[config.mk]
export PLATFORM = sky130hd
export DESIGN_NAME = instr_fetch_sequencer_flat
export DESIGN_NICKNAME = d
export VERILOG_FILES = /design/src/rtl/instr_fetch_sequencer_if.sv /design/src/rtl/instr_fetch_sequencer.sv /design/src/flat_wrapper.sv
export SDC_FILE = /design/constraint.sdc
export NUM_CORES = 1
export LEC_CHECK = 0
export BUFFER_PORTS_ARGS = -buffer_cell sky130_fd_sc_hd__buf_2
export CORE_ASPECT_RATIO = 0.7
export CORE_MARGIN = 4
export CORE_UTILIZATION = 35
export CTS_CLUSTER_SIZE = 24
export DETAILED_ROUTE_END_ITERATION = 6
export GPL_TIMING_DRIVEN = 0
export REMOVE_ABC_BUFFERS = 1
export SKIP_LAST_GASP = 1
export SLEW_MARGIN = 20
export SYNTH_ARGS = -nofsm -noshare
export SYNTH_HDL_FRONTEND = slang
export SYNTH_SLANG_ARGS = --single-unit
[constraint.sdc]
create_clock -name clk -period 1.6 [get_ports clk]
set_input_delay 0 -clock clk [delete_from_list [all_inputs] [get_ports clk]]
set_output_delay 0 -clock clk [all_outputs]
set_load 0.02 [all_outputs]
[src/rtl/instr_fetch_sequencer_if.sv]
// instr_fetch_sequencer_if
// Instruction delivery handshake between the fetch sequencer and the
// decode/controller stage. The sequencer drives the master side.
interface instr_fetch_sequencer_if #(
    parameter int ADDR_W = 6,
    parameter int DATA_W = 32
);
    logic              instr_valid;
    logic [DATA_W-1:0] instr_data;
    logic [ADDR_W-1:0] instr_pc;
    logic              instr_ready;

    modport master (
        output instr_valid,
        output instr_data,
        output instr_pc,
        input  instr_ready
    );

    modport slave (
        input  instr_valid,
        input  instr_data,
        input  instr_pc,
        output instr_ready
    );
endinterface

[src/rtl/instr_fetch_sequencer.sv]
// instr_fetch_sequencer
// Owns the PC for a 64 x 32 instruction memory with combinational read,
// captures each fetched word into a one-deep output buffer and hands it to
// the controller over a valid/ready handshake. Supports start, branch
// redirect, backpressure and halt.
//
// Optional feature macro: HALT_ON_ZERO_EN
//   defined   - an all-zero word stops fetching (HALT) instead of loading.
//   undefined - zero words are ordinary instructions; halted is tied low.
module instr_fetch_sequencer #(
    parameter int ADDR_W     = 6,
    parameter int DATA_W     = 32,
    parameter int START_ADDR = 0
) (
    input  logic                       clk,
    input  logic                       rst,
    input  logic                       start,
    output logic [ADDR_W-1:0]          imem_addr,
    input  logic [DATA_W-1:0]          imem_data,
    input  logic                       redirect_valid,
    input  logic [ADDR_W-1:0]          redirect_addr,
    instr_fetch_sequencer_if.master    instr_if,
    output logic                       busy,
    output logic                       halted
);

    localparam logic [1:0] ST_IDLE  = 2'd0;
    localparam logic [1:0] ST_FETCH = 2'd1;
    localparam logic [1:0] ST_HALT  = 2'd2;

    localparam logic [ADDR_W-1:0] START_PC = ADDR_W'(START_ADDR);

    logic [1:0]        state_q, state_d;
    logic [ADDR_W-1:0] pc_q, pc_d;
    logic              valid_q, valid_d;
    logic [DATA_W-1:0] data_q, data_d;
    logic [ADDR_W-1:0] ipc_q, ipc_d;

    logic              load;
    logic              accept;
    logic              halt_on_zero;
    logic [ADDR_W-1:0] pc_inc;

    // The buffer can take a new word when it is empty or being drained this cycle.
    assign load   = !valid_q || instr_if.instr_ready;
    assign accept = valid_q && instr_if.instr_ready;
    assign pc_inc = pc_q + 1'b1;

`ifdef HALT_ON_ZERO_EN
    assign halt_on_zero = (imem_data == '0);
`else
    assign halt_on_zero = 1'b0;
`endif

    // Next-state logic: sequencing, redirect flush, load/stall and halt handling.
    always_comb begin
        state_d = state_q;
        pc_d    = pc_q;
        valid_d = valid_q;
        data_d  = data_q;
        ipc_d   = ipc_q;

        case (state_q)
            ST_IDLE: begin
                if (start) begin
                    state_d = ST_FETCH;
                    pc_d    = START_PC;
                end
            end

            ST_FETCH: begin
                if (redirect_valid) begin
                    pc_d    = redirect_addr;
                    valid_d = 1'b0;
                end else if (load) begin
                    if (halt_on_zero) begin
                        state_d = ST_HALT;
                        valid_d = 1'b0;
                    end else begin
                        data_d  = imem_data;
                        ipc_d   = pc_q;
                        valid_d = 1'b1;
                        pc_d    = pc_inc;
                    end
                end
            end

            ST_HALT: begin
                if (start) begin
                    state_d = ST_FETCH;
                    pc_d    = START_PC;
                    valid_d = 1'b0;
                end else if (accept) begin
                    valid_d = 1'b0;
                end
            end

            default: begin
                state_d = ST_IDLE;
                pc_d    = START_PC;
                valid_d = 1'b0;
            end
        endcase
    end

    // State registers with synchronous reset that discards any buffered word.
    always_ff @(posedge clk) begin
        if (rst) begin
            state_q <= ST_IDLE;
            pc_q    <= START_PC;
            valid_q <= 1'b0;
            data_q  <= '0;
            ipc_q   <= '0;
        end else begin
            state_q <= state_d;
            pc_q    <= pc_d;
            valid_q <= valid_d;
            data_q  <= data_d;
            ipc_q   <= ipc_d;
        end
    end

    assign imem_addr            = pc_q;
    assign instr_if.instr_valid = valid_q;
    assign instr_if.instr_data  = data_q;
    assign instr_if.instr_pc    = ipc_q;
    assign busy                 = (state_q == ST_FETCH);

`ifdef HALT_ON_ZERO_EN
    assign halted = (state_q == ST_HALT);
`else
    assign halted = 1'b0;
`endif

endmodule

[src/flat_wrapper.sv]
// flat-port wrapper written by rule: the top's interface ports become plain ports
module instr_fetch_sequencer_flat 
#(
    parameter int ADDR_W     = 6,
    parameter int DATA_W     = 32,
    parameter int START_ADDR = 0
)
  (clk, rst, start, imem_addr, imem_data, redirect_valid, redirect_addr, busy, halted, instr_if_instr_valid, instr_if_instr_data, instr_if_instr_pc, instr_if_instr_ready);
  instr_fetch_sequencer_if #(.ADDR_W(ADDR_W), .DATA_W(DATA_W)) instr_if_i ();
  input  logic clk;
  input  logic rst;
  input  logic start;
  output logic [ADDR_W-1:0] imem_addr;
  input  logic [DATA_W-1:0] imem_data;
  input  logic redirect_valid;
  input  logic [ADDR_W-1:0] redirect_addr;
  output logic busy;
  output logic halted;
  output wire logic [$bits(instr_if_i.instr_valid)-1:0] instr_if_instr_valid;
  output wire logic [$bits(instr_if_i.instr_data)-1:0] instr_if_instr_data;
  output wire logic [$bits(instr_if_i.instr_pc)-1:0] instr_if_instr_pc;
  input wire logic [$bits(instr_if_i.instr_ready)-1:0] instr_if_instr_ready;
  assign instr_if_instr_valid = instr_if_i.instr_valid;
  assign instr_if_instr_data = instr_if_i.instr_data;
  assign instr_if_instr_pc = instr_if_i.instr_pc;
  assign instr_if_i.instr_ready = instr_if_instr_ready;
  instr_fetch_sequencer #(.ADDR_W(ADDR_W), .DATA_W(DATA_W), .START_ADDR(START_ADDR)) u_core (.clk(clk), .rst(rst), .start(start), .imem_addr(imem_addr), .imem_data(imem_data), .redirect_valid(redirect_valid), .redirect_addr(redirect_addr), .instr_if(instr_if_i), .busy(busy), .halted(halted));
endmodule
* After elaboration in Yosys (flattened, before gate mapping)
Index checks and enable logic that the tools add are counted.
Cells by class: add/sub/neg operators 1, reduce and logical (&&, ||, !) cells 9, mux-type cells 11, bitwise logic cells 3, equal/unequal tests 5
Operators with widths (number):
- 6-bit two-way mux | 3
- 6-bit one-hot mux with 2 select lines | 1
- 6-bit by 1-bit adder with 6-bit output, second input constant | 1
- 3-bit by 2-bit != test with 1-bit output, second input constant | 2
- 3-bit AND reduction | 2
- 1-bit two-way mux | 4
- 2-bit one-hot mux with 2 select lines | 1
- 2-bit AND reduction | 2
- 1-bit inverter | 3
- 1-bit one-hot mux with 3 select lines | 1
- 2-bit by 1-bit == test with 1-bit output, second input constant | 1
- 2-bit == test, second input constant | 1
- 2-bit logical NOT | 1
- 2-bit two-way mux | 1
- 2-bit by 1-bit != test with 1-bit output, second input constant | 1
- 2-bit OR reduction | 1
- 1-bit logical AND | 1
- 1-bit logical NOT | 1
- 1-bit logical OR | 1
Word-level totals: output and inout bits 47, bits in registers 47, bits of input ports 43

* Depth between registers and ports, before layout
Gate-level depths: netlist of the first run.
depth in word-level cells 5, gate-level depth with buffers 6, mapped depth without buffers 5

* Least setup slack after synthesis of the first run
Ideal clock, no wire load.
kind reg2reg, start point register u_core.state_q[0], end point register u_core.ipc_q[2] (netlist: u_core.instr_if.instr_pc[2]), arrival 1.214 ns, clock period less this slack 1.348 ns, stages on the path, launching flop included 7, library setup time 0.133 ns, slack 0.252 ns, cells stage by stage dfxtp_1 nand2b_4 nand2b_4 buf_6 buf_6 nand2_2 a21oi_2
Between the ends: cells in the longest elaborated chain, start to end 2
Ends and longest elaborated chain:
- start: declaration | RTL line instr_fetch_sequencer.sv:33 | logic [1:0] state_q, state_d;
- start signal: assignment | RTL line instr_fetch_sequencer.sv:115 | state_q <= state_d;
- 2-bit by 1-bit == test with 1-bit output | RTL line instr_fetch_sequencer.sv:63 | case (state_q)
- 3-bit AND reduction (no line)
- end signal: assignment | RTL line instr_fetch_sequencer.sv:119 | ipc_q <= ipc_d;
- end: declaration | RTL line instr_fetch_sequencer.sv:37 | logic [ADDR_W-1:0] ipc_q, ipc_d;
Every way passes these cells. A chain may end at the register's enable or synchronous reset.

* Worst setup path in the final report of the first run
start point register u_core.valid_q (netlist: u_core.instr_if.instr_valid), end point register u_core.data_q[6] (netlist: u_core.instr_if.instr_data[6])
Between the ends: cells in the longest elaborated chain, start to end 3
Ends and longest elaborated chain:
- start: declaration | RTL line instr_fetch_sequencer.sv:35 | logic valid_q, valid_d;
- start signal: assignment | RTL line instr_fetch_sequencer.sv:117 | valid_q <= valid_d;
- 1-bit logical NOT | RTL line instr_fetch_sequencer.sv:45 | assign load = !valid_q || instr_if.instr_ready;
- 1-bit logical OR | RTL line instr_fetch_sequencer.sv:45
- 3-bit AND reduction (no line)
- end signal: assignment | RTL line instr_fetch_sequencer.sv:118 | data_q <= data_d;
- end: declaration | RTL line instr_fetch_sequencer.sv:36 | logic [DATA_W-1:0] data_q, data_d;
Every way passes these cells.

==> results of run 1 <==
[worst min-delay path: stages]
cell	delay, ps
buf_2	70
nand2_1	40
o21ai_0	60
a22oi_1	60
nor2_1	70
[sequential cells by signal, summed over array words and instances (netlist names)]
name                         cells
u_core.instr_if.instr_valid      1
u_core.state_q                   1
u_core.instr_if.instr_pc         6
u_core.imem_addr                 6
u_core.instr_if.instr_data      32
[through the flow]
stage / TNS [ps] / util
6_report: 0 / 0.552
5_1_grt: -3.24 / 0.552
4_1_cts: 0 / 0.547
3_5_place_dp: -2830 / 0.461
3_3_place_gp: -3040 / 0.461
2_1_floorplan: 0 / -
[layer usage]
layer | track usage | vias up | routed length, µm
met5 | 0 | - | 0
met1 | 0.195 | 831 | 2440
li1 | - | 972 | -
met4 | 0.0432 | 0 | 65
met3 | 0.0598 | 10 | 429
met2 | 0.266 | 63 | 2370
[logic make-up (layout without fill, tap and decap cells)]
| family | count (synthesis) | count (layout) | share of synthesized area |
|---|---|---|---|
| simple gates | 106 | 108 | 0.256 |
| compound gates | 57 | 57 | 0.188 |
| flops | 46 | 46 | 0.494 |
| buf+inv | 15 | 128 | 0.0531 |
| fa+ha+maj | 1 | 1 | 0.00671 |
| other cells | 1 | 1 | 0.00201 |
[final cells by class]
cell class / instances / area [µm²]
Fill cell: 478 / 2220
Sequential cell: 46 / 921
Multi-Input combinational cell: 167 / 861
Timing Repair Buffer: 122 / 791
Tap cell: 69 / 86.3
Clock buffer: 6 / 82.6
[power by group]
group | total (W) | internal, W | switching (W)
Sequential | 0.00122 | 0.00119 | 0.0000315
Combinational | 0.000382 | 0.000171 | 0.000211
Clock | 0.000680 | 0.000333 | 0.000347
Total | 0.00228 | 0.00169 | 0.000589
[cell usage after synthesis, drive strengths merged]
master	count	area [µm²]
nor3	1	5.00
dfxtp	46	921
clkbuf	5	18.8
nand2b	6	52.6
nor3b	2	15.0
o31ai	2	15.0
o211ai	1	7.51
conb	1	3.75
o21a	1	7.51
ha	1	12.5
a31oi	1	6.26
o41ai	1	8.76
nand3	3	15.0
nor2	5	26.3
o21ai	6	30.0
o22ai	1	12.5
and2b	1	7.51
nand2	88	355
a21oi	42	248
a22oi	2	15.0
buf	10	80.1
[what timing repair did]
| item | in CTS | in global routing |
|---|---|---|
| endpoints found under the setup margin | 39 | 7 |
| buffers inserted | 0 | 1 |
| gates resized for setup | 1 | 0 |
| gates cloned | 1 | 1 |
| pin swaps | 1 | 2 |
| hold buffers | 33 | 0 |
| hold endpoints to repair | 33 | 0 |
[worst paths after layout]
path	start	endpoint	slack [ps]	cells past startpoint
worst max-delay path	u_core.instr_if.instr_valid	u_core.instr_if.instr_data[6]	100	4
worst min-delay path	redirect_addr[0]	u_core.imem_addr[0]	70	5
worst max register to register	u_core.instr_if.instr_valid	u_core.instr_if.instr_data[6]	100	4
worst min register to register	u_core.instr_if.instr_data[10]	u_core.instr_if.instr_data[10]	450	2
==> results.toml, run 1 <==
[power]
power_density_mw_per_mm2 = 832
leakagePower_nw = 1.20
total_power_w = 0.00228
max-vdd-ir-drop_uv = 427

[clocking]
cts_tree = "built"
root_buffer = "clkbuf_8"
clock_latency_ps = 290
clkSlewWorstSetupHoldPaths_ps = 80
numCtsBuffers = 5
clock_path_buffers = 2
clkSinkCount = 46
cts_max_level = 2

[die]
dieArea_mm2 = 0.00657
core_area_mm2 = 0.00497
io_pins = 90
num_rows = 21
die_h_um = 69.0
die_w_um = 95.2
start_util = 0.375

[timing]
finalClockSkew_ps = 1.87
setup_viol = 0
slew_headroom = 0.375
whs_ps = 65.5
slew_violations = 0
min_period_ps = 1500
grt_setup_unrepaired = "true"
max_freq_ghz = 0.669
worst_pin_slew_ps = 937
fin_crit_sh = 0.935
timing.final.ws_setup_ps = 105
final_hold_viol_count = 0

[layout]
drive_gt1_frac = 0.355
diodes = 0
finalNetCount = 386
final_common_cell = "buf_2"
stdcell_count = 410
layout-area-overhead-vs-synth_pct = 47.1
layout_common_cells = "88 x buf_2, 78 x nand2_1, 46 x dfxtp_1"
design_area_mm2 = 0.00274

[placement]
io_buffers = 88
pre_cts_ws_ps = -183
dp_hpwl_um = 3080
dp_cells = 368
dpl_cell_area_mm2 = 0.00229
gp_congestion = 0.774

[setup_path]
max_stage_delay_ps = 530
cp-end-kind = "flop"
path_buf_inv = 0
start_kind = "flop"
path_class = "flop to flop"
critical_path.top_delay_family = "simple AND/OR/NAND/NOR gates"
cp_slowest_cell = "nor2_2"
critPathArrivalTime_ps = 1710
required_ps = 1820
path_cells = "and2b_1, nor2_2, nand2_1, a21oi_2"
crit_path_max_fanout = 10

[routing]
ant_nets = 0
drt_iter0_markers = 95
routed_wl_um = 5300
wl_per_cell_um = 12.9
vias = 1876
dr.pass1.iters = 6
viasPerCell = 4.58
drc_errors = 0

[synthesis]
yosysUniqueCellTypes = 27
ys_ff_latch = 46
ys_seq_area_frac = 0.494
syn_inst = 226
netlist_area_mm2 = 0.00186
yosys_warnings = 0
avgSynthCellArea_um2 = 8.24

[grt]
grt_pass1_wl_um = 8420
first_global_vias = 1838
grt_max_degree = 47
antenna_found_initial = 0
track_usage = 0.161
grt_overflow = 0

[worst_hold_path]
hold_class = "input pin to flop"

[status]
status = "finished, final reports clean"

[run]
drv_cap = 0
(Power assumes the default switching activity.)
==> run 2, diff against run 1 <==
--- a/config.mk
+++ b/config.mk
@@ -7,11 +7,11 @@
 export LEC_CHECK = 0
 export BUFFER_PORTS_ARGS = -buffer_cell sky130_fd_sc_hd__buf_2
 export CORE_ASPECT_RATIO = 0.7
-export CORE_MARGIN = 4
-export CORE_UTILIZATION = 35
+export CORE_UTILIZATION = 45
 export CTS_CLUSTER_SIZE = 24
 export DETAILED_ROUTE_END_ITERATION = 6
 export GPL_TIMING_DRIVEN = 0
+export PLACE_DENSITY = 0.78
 export REMOVE_ABC_BUFFERS = 1
 export SKIP_LAST_GASP = 1
 export SLEW_MARGIN = 20
==> results.toml, run 2 (same netlist as run 1, synthesis figures left out) <==
[status]
status = "finished, final reports clean"

[timing]
final_hold_viol_count = 0
slew_violations = 0
timing.final.ws_setup_ps = 44.4
finalClockSkew_ps = 6.06
grt_setup_unrepaired = "true"
fin_crit_sh = 0.972
setup_tns_ps = 0
min_period_ps = 1560
worst_pin_slew_ps = 921
max_freq_ghz = 0.643
slew_headroom = 0.386
setup_viol = 0

[grt]
track_usage = 0.237
grt_pass1_wl_um = 8090
first_global_vias = 1856
grt_max_degree = 47
antenna_found_initial = 0
grt_overflow = 0

[worst_hold_path]
hold_class = "input pin to flop"
hold_start = "redirect_addr[4]"

[die]
die_h_um = 55.8
dieArea_mm2 = 0.00441
io_pins = 90
start_util = 0.472
core_area_mm2 = 0.00395
die_w_um = 78.9
num_rows = 19

[clocking]
clkSinkCount = 46
clock_path_buffers = 2
root_buffer = "clkbuf_8"
clkSlewWorstSetupHoldPaths_ps = 80
numCtsBuffers = 5
cts_tree = "built"
clock_latency_ps = 290
cts_max_level = 2

[layout]
layout_common_cells = "88 x buf_2, 78 x nand2_1, 46 x dfxtp_1"
fin_util = 0.690
largest_reg_flops = 32
stdcell_count = 393
drive_gt1_frac = 0.355
final_common_cell = "buf_2"
layout-area-overhead-vs-synth_pct = 46.1
finalNetCount = 384
diodes = 0

[setup_path]
cp-end-kind = "flop"
path_class = "flop to flop"
cp-startpoint = "u_core.state_q[0]"
crit_path_max_fanout = 20
start_kind = "flop"
critPathArrivalTime_ps = 1760
path_cells = "nand2b_4, nor2_4, nand2_1, a21oi_1"
path_buf_inv = 0
critical_path.top_delay_family = "simple AND/OR/NAND/NOR gates"
required_ps = 1800
cp_slowest_cell = "dfxtp_1"
worstReg2RegStart = "u_core.state_q[0]"
max_stage_delay_ps = 500

[routing]
viasPerCell = 4.88
wl_per_cell_um = 12.8
drt_iter0_markers = 59
ant_nets = 0
routed_wl_um = 5030
drc_errors = 0
vias = 1916
dr.pass1.iters = 4

[placement]
io_buffers = 88
gp_congestion = 0.803
dp_hpwl_um = 2760
pre_cts_ws_ps = -174
dp_cells = 351

[power]
max-vdd-ir-drop_uv = 587
leakagePower_nw = 1.20
power_density_mw_per_mm2 = 881

[run]
drv_cap = 0
run 2: cell types whose count changed in the layout (fill, tap and decap cells not counted), sizes merged:
cell    previous run  this run
clkbuf             6         8
buf               89        88
nor2               7         6
run 2: final cells by class:
class | count | area (µm²)
Clock buffer | 8 | 110
Fill cell | 329 | 1220
Timing Repair Buffer | 121 | 771
Multi-Input combinational cell | 166 | 855
Sequential cell | 46 | 921
Tap cell | 52 | 65.1
run 2: layer usage:
metal	track usage	wire [µm]	vias to the layer above
li1	-	-	969
met1	0.290	2340	878
met2	0.421	2350	64
met3	0.0574	304	5
met4	0.0545	29	0
met5	0	0	-
run 2: power breakdown:
group | leakage [nW] | total, W | switching [W] | internal, W
logic | 0.768 | 0.000377 | 0.000211 | 0.000166
clock network | 0.0575 | 0.000801 | 0.000365 | 0.000436
registers | 0.374 | 0.00122 | 0.0000316 | 0.00119
run 2: worst reg2reg max path, cell delays in order (launching register included):
cell      delay, ps
dfxtp_1         500
nand2b_4        170
nor2_4          440
nand2_1         150
a21oi_1         210
run 2: path summary, 6_finish.rpt:
kind | endpoint | slack [ps] | cells after the start
worst max register to register | u_core.instr_if.instr_data[29] | 40 | 4
worst min-delay path | u_core.imem_addr[4] | 70 | 5
worst max-delay path | u_core.instr_if.instr_data[29] | 40 | 4
worst min register to register | u_core.instr_if.instr_pc[1] | 460 | 2
run 2: per-stage QoR:
stage	cell area (µm²)	total power, W	hold slack, ps
after floorplan	1760	0.00141	62.4
after global placement	2270	0.00154	240
after detailed placement	2270	0.00155	245
after CTS	2720	0.00242	58.7
after global routing	2720	0.00251	98.4
final	2720	0.00240	65.5
run 2: repair_timing:
| action | in CTS | in global routing |
|---|---|---|
| endpoints found under the setup margin | 39 | 5 |
| pin swaps | 1 | 1 |
| buffers inserted | 0 | 0 |
| endpoints found under the hold margin | 33 | 0 |
| hold buffers | 33 | 0 |
| cloned | 1 | 0 |
| gates resized for setup | 1 | 0 |
==> run 3, diff against run 2 <==
--- a/config.mk
+++ b/config.mk
@@ -7,11 +7,10 @@
 export LEC_CHECK = 0
 export BUFFER_PORTS_ARGS = -buffer_cell sky130_fd_sc_hd__buf_2
 export CORE_ASPECT_RATIO = 0.7
-export CORE_UTILIZATION = 45
+export CORE_UTILIZATION = 25
 export CTS_CLUSTER_SIZE = 24
 export DETAILED_ROUTE_END_ITERATION = 6
 export GPL_TIMING_DRIVEN = 0
-export PLACE_DENSITY = 0.78
 export REMOVE_ABC_BUFFERS = 1
 export SKIP_LAST_GASP = 1
 export SLEW_MARGIN = 20
==> constraint.sdc (replaced) <==
create_clock -name clk -period 1.6 [get_ports clk]
set_input_delay 0.16 -clock clk [delete_from_list [all_inputs] [get_ports clk]]
set_output_delay 0.16 -clock clk [all_outputs]
set_load 0.02 [all_outputs]
==> results.toml, run 3 (same netlist as run 1, synthesis figures left out) <==
[grt]
first_global_vias = 1536
grt_overflow = 0
track_usage = 0.123
grt_max_degree = 47
grtUsageMet3 = 0.0386
grt_pass1_wl_um = 7440
use_met1 = 0.159
antenna_found_initial = 0
busiest_layer = "met2"
use_met2 = 0.201

[layout]
layout_common_cells = "88 x buf_2, 78 x nand2_1, 46 x dfxtp_1"
final_common_cell = "buf_2"
largest_reg_flops = 32
finalNetCount = 354
drive_gt1_frac = 0.395
nFillCells = 763
diodes = 0
layout-area-overhead-vs-synth_pct = 32.1
stdcell_count = 403

[timing]
max_freq_ghz = 0.692
final_hold_viol_count = 0
slew_violations = 0
whs_ps = 99.7
finalClockSkew_ps = 5.09
worst_pin_slew_ps = 993
slew_headroom = 0.338
fin_crit_sh = 0.904
min_period_ps = 1450
setup_viol = 0
grt_setup_unrepaired = "false"

[die]
num_rows = 25
io_pins = 90
start_util = 0.267
die_h_um = 74.2
die_w_um = 105
dieArea_mm2 = 0.00781
core_area_mm2 = 0.00698

[setup_path]
required_ps = 1810
start_kind = "flop"
cp-end-kind = "flop"
critPathArrivalTime_ps = 1660
path_class = "flop to flop"
crit_path_max_fanout = 10

[routing]
ant_nets = 0
routed_wl_um = 5180
vias = 1776
viasPerCell = 4.41
drt_iter0_markers = 94
dr.pass1.iters = 4
drc_errors = 0
wl_per_cell_um = 12.8

[power]
leakagePower_nw = 1.07
power_density_mw_per_mm2 = 913
max-vdd-ir-drop_uv = 304
total_power_w = 0.00225

[clocking]
root_buffer = "clkbuf_8"
numCtsBuffers = 5
clock_path_buffers = 2
cts_tree = "built"
clkSinkCount = 46
cts_max_level = 2
clock_latency_ps = 290
clkSlewWorstSetupHoldPaths_ps = 80

[placement]
gp_congestion = 0.734
dp_cells = 393
io_buffers = 88
dp_hpwl_um = 3000

[status]
status = "finished, final reports clean"

[worst_hold_path]
hold_class = "input pin to flop"

[run]
drv_cap = 0
run 3: changes by cell type in the layout (fill, tap and decap cells not counted):
cell	delta
buf_12	+1
nor2_4	+1
clkbuf_8	-2
nand2b_4	+1
dlygate4sd3_1	-33
run 3: path summary, 6_finish.rpt:
kind | startpoint | to | slack [ps] | cells past startpoint
min | imem_data[26] | u_core.instr_if.instr_data[26] | 100 | 3
max reg2reg | u_core.instr_if.instr_valid | u_core.imem_addr[5] | 150 | 4
max | u_core.instr_if.instr_valid | u_core.imem_addr[5] | 150 | 4
min reg2reg | u_core.instr_if.instr_data[25] | u_core.instr_if.instr_data[25] | 450 | 2
run 3: area by class of cell:
type | instances | area, µm² | share of cell area
multi-input cells | 168 | 880 | 0.357
clock buffers | 6 | 82.6 | 0.0336
flip-flops and latches | 46 | 921 | 0.374
repair buffers | 89 | 460 | 0.187
well taps | 94 | 118 | 0.0478
run 3: critical path, cell delays in order (launching register included):
cell      delay (ps)
dfxtp_1          340
and2b_1          310
nor2_4           390
o211ai_1         140
a31oi_1          170
run 3: metal layers:
metal  wire (µm)  vias to the layer above  part of all wire
li1            -                      913                 -
met1        2560                      792              0.49
met2        2250                       68              0.44
met3         349                        3             0.067
met4          16                        0            0.0031
met5           0                        -                 0
run 3: report_power, final:
group | switching [W] | total, W | internal [W]
clock network | 0.000364 | 0.000698 | 0.000334
logic | 0.000207 | 0.000328 | 0.000121
registers | 0.0000320 | 0.00122 | 0.00119
run 3: what timing repair did:
item,4_1_cts,5_1_grt
resized for setup,1,2
hold buffers,0,0
cloned,1,2
pin swaps,1,2
setup buffers,0,1
endpoints found under the setup margin,39,27
run 3: metrics by stage:
step                cell area, µm²  setup TNS, ps  utilization  setup slack, ps
floorplan                     1760              0            -             53.1
global placement              2320          -3250        0.333             -196
detailed placement            2320          -4050        0.333             -218
CTS                           2420          -38.6        0.346            -38.6
global route                  2460              0        0.353             3.41
finish                        2460              0        0.353              154
